### src/rtl/counter_ctrl_pkg.sv
// Shared types and constants for the counter sequencer.
package counter_ctrl_pkg;

  localparam int unsigned DEF_WIDTH  = 4;
  localparam int unsigned DEF_WRAP_W = 4;
  localparam int unsigned STATE_W    = 3;

  typedef enum logic [STATE_W-1:0] {
    S_IDLE  = 3'd0,
    S_CLEAR = 3'd1,
    S_LOAD  = 3'd2,
    S_RUN   = 3'd3,
    S_DONE  = 3'd4
  } state_t;

  // Counter pin levels while the sequencer leaves the counter alone
  localparam logic IDLE_CLR = 1'b1;
  localparam logic IDLE_LD  = 1'b1;
  localparam logic IDLE_M   = 1'b1;

endpackage

### src/rtl/counter_ctrl.sv
// Sequencer that clears, loads and runs the 4-bit up/down counter for a programmed number of wraps.
module counter_ctrl
  import counter_ctrl_pkg::*;
#(
  parameter int unsigned WIDTH  = DEF_WIDTH,
  parameter int unsigned WRAP_W = DEF_WRAP_W
) (
  input  logic               cp,
  input  logic               clr,
  input  logic               start,
  input  logic               abort,
  input  logic               dir,
  input  logic [WIDTH-1:0]   preset,
  input  logic [WRAP_W-1:0]  wraps,
  output logic [WIDTH-1:0]   cnt_sin,
  output logic               cnt_m,
  output logic               cnt_ld,
  output logic               cnt_clr,
  input  logic [WIDTH-1:0]   cnt_q,
  input  logic               cnt_qcc,
  output logic               busy,
  output logic               done,
  output logic [WRAP_W-1:0]  wrap_cnt,
  output logic [2:0]         state_o
);

  state_t              state_q, state_d;
  logic                dir_q, dir_d;
  logic [WIDTH-1:0]    preset_q, preset_d;
  logic [WRAP_W-1:0]   wraps_q, wraps_d;
  logic [WRAP_W-1:0]   wrap_d;
  logic [WIDTH-1:0]    sin_d;
  logic                m_d, ld_d, clr_d, busy_d, done_d;

  // Counter value is observed for status only and never steers the sequence
  logic unused_q;
  assign unused_q = ^cnt_q;

  assign state_o = state_q;

  // State, latched run parameters and registered outputs
  always_ff @(posedge cp or negedge clr) begin
    if (!clr) begin
      state_q  <= S_IDLE;
      dir_q    <= 1'b0;
      preset_q <= '0;
      wraps_q  <= '0;
      wrap_cnt <= '0;
      cnt_sin  <= '0;
      cnt_m    <= IDLE_M;
      cnt_ld   <= IDLE_LD;
      cnt_clr  <= IDLE_CLR;
      busy     <= 1'b0;
      done     <= 1'b0;
    end else begin
      state_q  <= state_d;
      dir_q    <= dir_d;
      preset_q <= preset_d;
      wraps_q  <= wraps_d;
      wrap_cnt <= wrap_d;
      cnt_sin  <= sin_d;
      cnt_m    <= m_d;
      cnt_ld   <= ld_d;
      cnt_clr  <= clr_d;
      busy     <= busy_d;
      done     <= done_d;
    end
  end

  // Next state, wrap counting, and output levels for the state being entered
  always_comb begin
    state_d  = state_q;
    dir_d    = dir_q;
    preset_d = preset_q;
    wraps_d  = wraps_q;
    wrap_d   = wrap_cnt;

    case (state_q)
      S_IDLE: begin
        if (start && !abort) begin
          dir_d    = dir;
          preset_d = preset;
          wraps_d  = wraps;
          wrap_d   = '0;
          state_d  = S_CLEAR;
        end
      end
      S_CLEAR: state_d = abort ? S_IDLE : S_LOAD;
      S_LOAD:  state_d = abort ? S_IDLE : S_RUN;
      S_RUN: begin
        if (abort) begin
          state_d = S_IDLE;
        end else if (!cnt_qcc) begin
          // A target of zero compares against all-ones, giving 2^WRAP_W wraps
          if (wrap_cnt == WRAP_W'(wraps_q - WRAP_W'(1))) begin
            state_d = S_DONE;
          end else begin
            wrap_d = WRAP_W'(wrap_cnt + WRAP_W'(1));
          end
        end
      end
      S_DONE:  state_d = S_IDLE;
      default: state_d = S_IDLE;
    endcase

    sin_d  = '0;
    m_d    = IDLE_M;
    ld_d   = IDLE_LD;
    clr_d  = IDLE_CLR;
    busy_d = 1'b0;
    done_d = 1'b0;

    case (state_d)
      S_CLEAR: begin
        clr_d  = 1'b0;
        busy_d = 1'b1;
      end
      S_LOAD: begin
        ld_d   = 1'b0;
        sin_d  = preset_d;
        busy_d = 1'b1;
      end
      S_RUN: begin
        m_d    = dir_d;
        busy_d = 1'b1;
      end
      S_DONE:  done_d = 1'b1;
      default: ;
    endcase
  end

endmodule

### config.mk
export PLATFORM = sky130hd
export DESIGN_NAME = counter_ctrl
export DESIGN_NICKNAME = d
export VERILOG_FILES = /design/src/rtl/counter_ctrl_pkg.sv /design/src/rtl/counter_ctrl.sv
export SDC_FILE = /design/constraint.sdc
export NUM_CORES = 1
export LEC_CHECK = 0
export CAP_MARGIN = 25
export CORE_ASPECT_RATIO = 1.1
export CORE_MARGIN = 3
export CORE_UTILIZATION = 40
export CTS_CLUSTER_SIZE = 28
export DETAILED_ROUTE_END_ITERATION = 10
export MAX_ROUTING_LAYER = met4
export PLACE_DENSITY = 0.68
export SLEW_MARGIN = 20
export SYNTH_ARGS = -nofsm -noshare
export SYNTH_HDL_FRONTEND = slang
export SYNTH_SLANG_ARGS = --single-unit
### constraint.sdc
create_clock -name cp -period 5 [get_ports cp]
set_clock_uncertainty 0.15 [all_clocks]
set_input_delay 1.25 -clock cp [delete_from_list [all_inputs] [get_ports cp]]
set_output_delay 1.25 -clock cp [all_outputs]
set_load 0.01 [all_outputs]
[Word-level counts from Yosys, hierarchy flattened]
Cells that the tools add are included.
Operators by class
  multiply operators: 0
  magnitude comparators: 0
  divide/modulo/power cells: 0
  multiplexer cells: 22
  reduce and logical (&&, ||, !) cells: 7
  eq/ne operators: 12
  bitwise gates (word level): 0
  $add $sub $neg: 2
  shift operators: 0
Operators with widths (number)
  $mux W4: 7
  $eq A3 B2 Y1 const B: 4
  $mux W3: 4
  $pmux W3 S4: 1
  $ne A2 B2 Y1 const B: 4
  $pmux W4 S2: 1
  $mux W1: 7
  $eq A3 B1 Y1 const B: 2
  $reduce_and A5 Y1: 1
  $add A4 B1 Y4 const B: 1
  $eq A4 B4 Y1: 1
  $mux W2: 2
  $sub A4 B1 Y4 const B: 1
  $eq A3 B3 Y1 const B: 1
  $logic_not A3 Y1: 1
  $reduce_or A3 Y1: 1
  $reduce_and A2 Y1: 1
  $reduce_bool A2 Y1: 1
  $logic_and A1 B1 Y1: 1
  $logic_not A1 Y1: 1
Word-level totals
  memories kept: 0
  output and inout port bits: 16
  logic and storage cells: 54
  register bits after elaboration: 25
  bits in read-only memories: 0
  bits in writable memories: 0
  latch bits: 0

[Logic depth before layout (Yosys ltp)]
  depth in word-level cells: 9
  gate-level depth with buffers: 8
  depth with buffers taken out: 7

[Worst setup path after synthesis]
Ideal clock, no wire load.
  path kind: input port to flip-flop
  start: input abort
  end: register cnt_m
  data arrival time: 2.247 ns
  path slack: 2.516 ns
  data required time: 4.763 ns
  library setup time: 0.087 ns
  stages on the path: 6
  path through: nor2_1 > and3_1 > buf_2 > mux2_2 > a21oi_1 > nand3_1
Between the ends
  elaborated cells on any way between the ends: 11
  classes of those cells: eq/ne: 1; mux: 8; reduce/logical: 2
RTL lines
  start: declaration: line counter_ctrl.sv:11  | input logic abort,
  $logic_not A1 Y1: line counter_ctrl.sv:80  | if (start && !abort) begin
  $logic_and A1 B1 Y1: line counter_ctrl.sv:80
  $mux W1: line counter_ctrl.sv:80
  $mux W1: line counter_ctrl.sv:78  | case (state_q)
  net dir_d: line counter_ctrl.sv:28  | logic dir_q, dir_d;
  $mux W1: line counter_ctrl.sv:113  | case (state_d)
  net m_d: line counter_ctrl.sv:33  | logic m_d, ld_d, clr_d, busy_d, done_d;
  end signal: assignment: line counter_ctrl.sv:62  | cnt_m <= m_d;
  end: declaration: line counter_ctrl.sv:16  | output logic cnt_m,
The timed path passes the listed nets, and every way through them passes these cells.
A chain may end at the register's enable or synchronous reset.

[Final worst setup path]
  start: input abort
  end: register cnt_sin[0]
Between the ends
  elaborated cells on any way between the ends: 11
  classes of those cells: eq/ne: 1; mux: 8; reduce/logical: 2
RTL lines
  $logic_not A1 Y1: line counter_ctrl.sv:80
  $logic_and A1 B1 Y1: line counter_ctrl.sv:80
  $mux W4: line counter_ctrl.sv:80
  $mux W4: line counter_ctrl.sv:78
  net preset_d[0]: line counter_ctrl.sv:29  | logic [WIDTH-1:0] preset_q, preset_d;
  $mux W4: line counter_ctrl.sv:113
  net sin_d[0]: line counter_ctrl.sv:32  | logic [WIDTH-1:0] sin_d;
  end signal: assignment: line counter_ctrl.sv:61  | cnt_sin <= sin_d;
  end: declaration: line counter_ctrl.sv:15  | output logic [WIDTH-1:0] cnt_sin,
The timed path passes the listed nets, and every way through them passes these cells.

==> out/qor.csv <==
stage,metric,value,unit
status,status,"complete, no violations",
hold_path,worst min-delay path class,reg2reg,
floorplan,DIE AREA,0.00331,mm2
drt,final wirelength,2.02,mm
clock_tree,CTS clock-pin slew for the worst setup and hold paths,0.13,ns
pwr,total power,449,uW
sta,Final period util,0.639,
logic_synthesis,count of different cell masters after synthesis,29,
sta,TNS Setup,0,ns
floorplan,IO Pins,34,
drt,average wire per standard cell,12.7,um
layout,layout cells sized above 1,0.0846,
sta,pins over their slew limit,0,
drt,Vias,785,
layout,Nets,151,
logic_synthesis,largest area contributor in the netlist,dfrtp_1,
logic_synthesis,cells after synthesis,99,
setup_path,startpoint types,primary input,
clock_tree,CTS buffer count,3,
setup_path,cell with the most instances on the worst path,nand2_1,
clock_tree,number of gates resized after cts,0,
setup_path,Reg2Reg Depth,6,
setup_path,Critical Path Stages,7,
setup_path,WS Path Type,in2reg,
setup_path,crit path capture type,flop,
floorplan,row count,18,
clock_tree,Skew-Pair Late Insertion Delay,0.30,ns
floorplan,Core Region,0.00239,mm2
logic_synthesis,area share of the largest cell type after synthesis,0.519,
layout,Filler Cells Inserted,223,
setup_path,"setup slack, reg-to-reg",2.75,ns
global_routing,number of global-route vias before repair,741,
drt,DRT Pass-1 Iters,4,
logic_synthesis,sequential-to-total area share from yosys stat,0.593,
global_routing,GRT Residual Overflow,0,
placement,port bufs,29,
logic_synthesis,number of synthesis warnings,0,
pwr,Pwr Density,314,mW/mm2
clock_tree,clock sinks,25,
run,max cap viols,0,
global_routing,initial antenna violation count,0,
drt,Avg Vias per Cell,4.91,
setup_path,Critical R2R Capture,cnt_sin[0],
logic_synthesis,total nets after synthesis,119,
sta,RSZ-0062 raised after global routing,false,
pwr,LEAKAGE,0.000653,uW
drt,Final ANT Viol Nets,0,
clock_tree,root buffer cell,clkbuf_4,
logic_synthesis,Post-Syn Area,0.00106,mm2
drt,Post-route DRC,0,
layout,area grow syn2layout,34.6,%
setup_path,Critical Path RT,5.04,ns
sta,# setup viols final,0,
floorplan,Initial Util,0.444,
clock_tree,TritonCTS clock tree,done,
global_routing,largest net degree at the start of global routing,18,
logic_synthesis,main area contributors after synthesis,"dfrtp_1 (52%), dfstp_2 (7.4%), nand2_1 (7.1%)",
setup_path,crit-path cells,clkdlybuf4s50_1 -> nor2_1 -> and3_1 -> clkinv_1 -> nand2_1 -> nand2_1 -> nor2b_1,
global_routing,first-pass GRT wire length,3.34,mm
sta,Fmax achieved,0.313,GHz
clock_tree,htree depth,1,
setup_path,crit path max fanout,16,
pwr,peak supply drop,0.000205,V
setup_path,CP Capture Point,cnt_sin[0],
placement,DPL Wire Length,1.53,mm
logic_synthesis,"flops & latches, synth",25,
global_routing,gr usage total,0.143,
setup_path,crit path DAT,3.24,ns
placement,GP Congestion,0.794,
floorplan,Die Ht,60.0,um
clock_tree,deepest clock path buffer count,2,
setup_path,"delay-heaviest family, CP",simple AND/OR/NAND/NOR gates,
logic_synthesis,Mapped Avg Cell Area,10.7,um2
floorplan,Die Width,55.1,um
clock_tree,# hold bufs at CTS,0,
setup_path,crit path max-delay cell type,and3_1,
drt,drt first-iter violations,15,
setup_path,Worst path max stage delay,0.59,ns
setup_path,RR Startpoint,state_o[2],
sta,worst-margin pin slew,0.602,ns
layout,ant diodes,0,
setup_path,crit path from,abort,
clock_tree,total setup buffers inserted after CTS,0,
sta,count of final hold-check violations,0,
sta,crit path time final,3.19,ns
sta,Max-slew headroom,0.599,
setup_path,Worst Path Buf+Inv,2,
-- layout by cell type (no fill, tap or decap) --
cell             synthesis  layout
and2_1                   2       2
nand2b_1                 2       2
ha_1                     2       2
clkbuf_1                 0       1
dfstp_2                  3       3
nor3_1                   1       1
nand3_1                  3       3
o21ai_2                  1       1
and3_2                   1       1
a21oi_1                  5       5
o211ai_1                 1       1
nor2b_1                  5       5
o21ai_0                  5       5
clkbuf_4                 0       3
or3_1                    2       2
o31ai_1                  1       1
and3_1                   1       1
clkinv_1                 1       1
mux2_2                   1       1
mux2i_1                  1       1
clkdlybuf4s50_1          0      29
xnor2_1                  2       2
buf_16                   0       1
nand2_1                 20      20
dfrtp_1                 22      22
xor2_1                   3       3
a31oi_1                  2       2
nor2_1                   5       5
xnor3_1                  1       1
nand3_2                  1       1
inv_1                    2       2
-- power breakdown --
part / leakage (uW) / internal (uW) / switching (uW) / total [uW]
combinational: 0.000318 / 59.5 / 58.2 / 118
clock: 0.0000150 / 31.0 / 53.1 / 84.1
sequential: 0.000320 / 230 / 16.7 / 247
-- worst min-delay path, stage by stage (launching register included) --
cell and delay [ns]:
dfrtp_1 0.34, nand2_1 0.04, nand2_1 0.07
-- per-layer routing --
metal  wire length, um  GRT usage
met1               899      0.190
met5                 0          -
met4                18     0.0313
met2               988      0.228
met3               117     0.0249
-- how the worst min path moves through the flow --
| stage | from | end | slack (ns) | depth (start not counted) |
|---|---|---|---|---|
| floorplan | preset_q[0] | preset_q[0] | 0.28 | 2 |
| global placement | preset_q[1] | preset_q[1] | 0.30 | 2 |
| detailed placement | preset_q[3] | preset_q[3] | 0.30 | 2 |
| CTS | preset_q[1] | preset_q[1] | 0.33 | 2 |
| global route | preset_q[0] | preset_q[0] | 0.37 | 2 |
| finish | preset_q[3] | preset_q[3] | 0.33 | 2 |
-- cell type report --
type                    count  area [um2]  share of cell area
flip-flops and latches     25         629               0.441
multi-input cells          68         405               0.284
repair buffers             30         318               0.223
well taps                  30        37.5              0.0263
clock buffers               4        26.3              0.0184
inverters                   3        11.3             0.00789
-- state kept, by name, indices dropped and copies added (netlist names) --
signal and flops:
cnt_sin 4, preset_q 4, wrap_cnt 4, wraps_q 4, state_o 3, busy 1, cnt_clr 1, cnt_ld 1
cnt_m 1, dir_q 1, done 1
-- kinds of logic (layout without fill, tap and decap cells) --
logic type | count (synthesis) | after routing | synth area share
xor+xnor | 6 | 6 | 0.0625
flops | 25 | 25 | 0.593
buf+inv | 6 | 37 | 0.0248
fa+ha+maj | 2 | 2 | 0.0236
mux | 2 | 2 | 0.0200
compound gates | 15 | 15 | 0.0814
simple gates | 43 | 43 | 0.195
-- synth_stat cells --
cell,n
dfrtp_1,22
nand2_1,20
a21oi_1,5
nor2_1,5
nor2b_1,5
o21ai_0,5
dfstp_2,3
nand3_1,3
xor2_1,3
a31oi_1,2
and2_1,2
buf_2,2
ha_1,2
inv_1,2
nand2b_1,2
or3_1,2
xnor2_1,2
and3_1,1
and3_2,1
clkbuf_2,1
clkinv_1,1
mux2_2,1
mux2i_1,1
nand3_2,1
nor3_1,1
o211ai_1,1
o21ai_2,1
o31ai_1,1
xnor3_1,1
-- stage by stage --
step	hold slack (ns)	util	cells	instance area, um2	setup WS [ns]
after floorplan	0.284	-	99	1060	2.52
after global placement	0.297	0.575	155	1370	1.49
after detailed placement	0.303	0.587	156	1400	1.45
after CTS	0.332	0.598	160	1430	1.79
after global routing	0.374	0.598	160	1430	1.54
final	0.332	0.598	160	1430	1.81
Note: power is estimated with default switching activity, not from simulation.
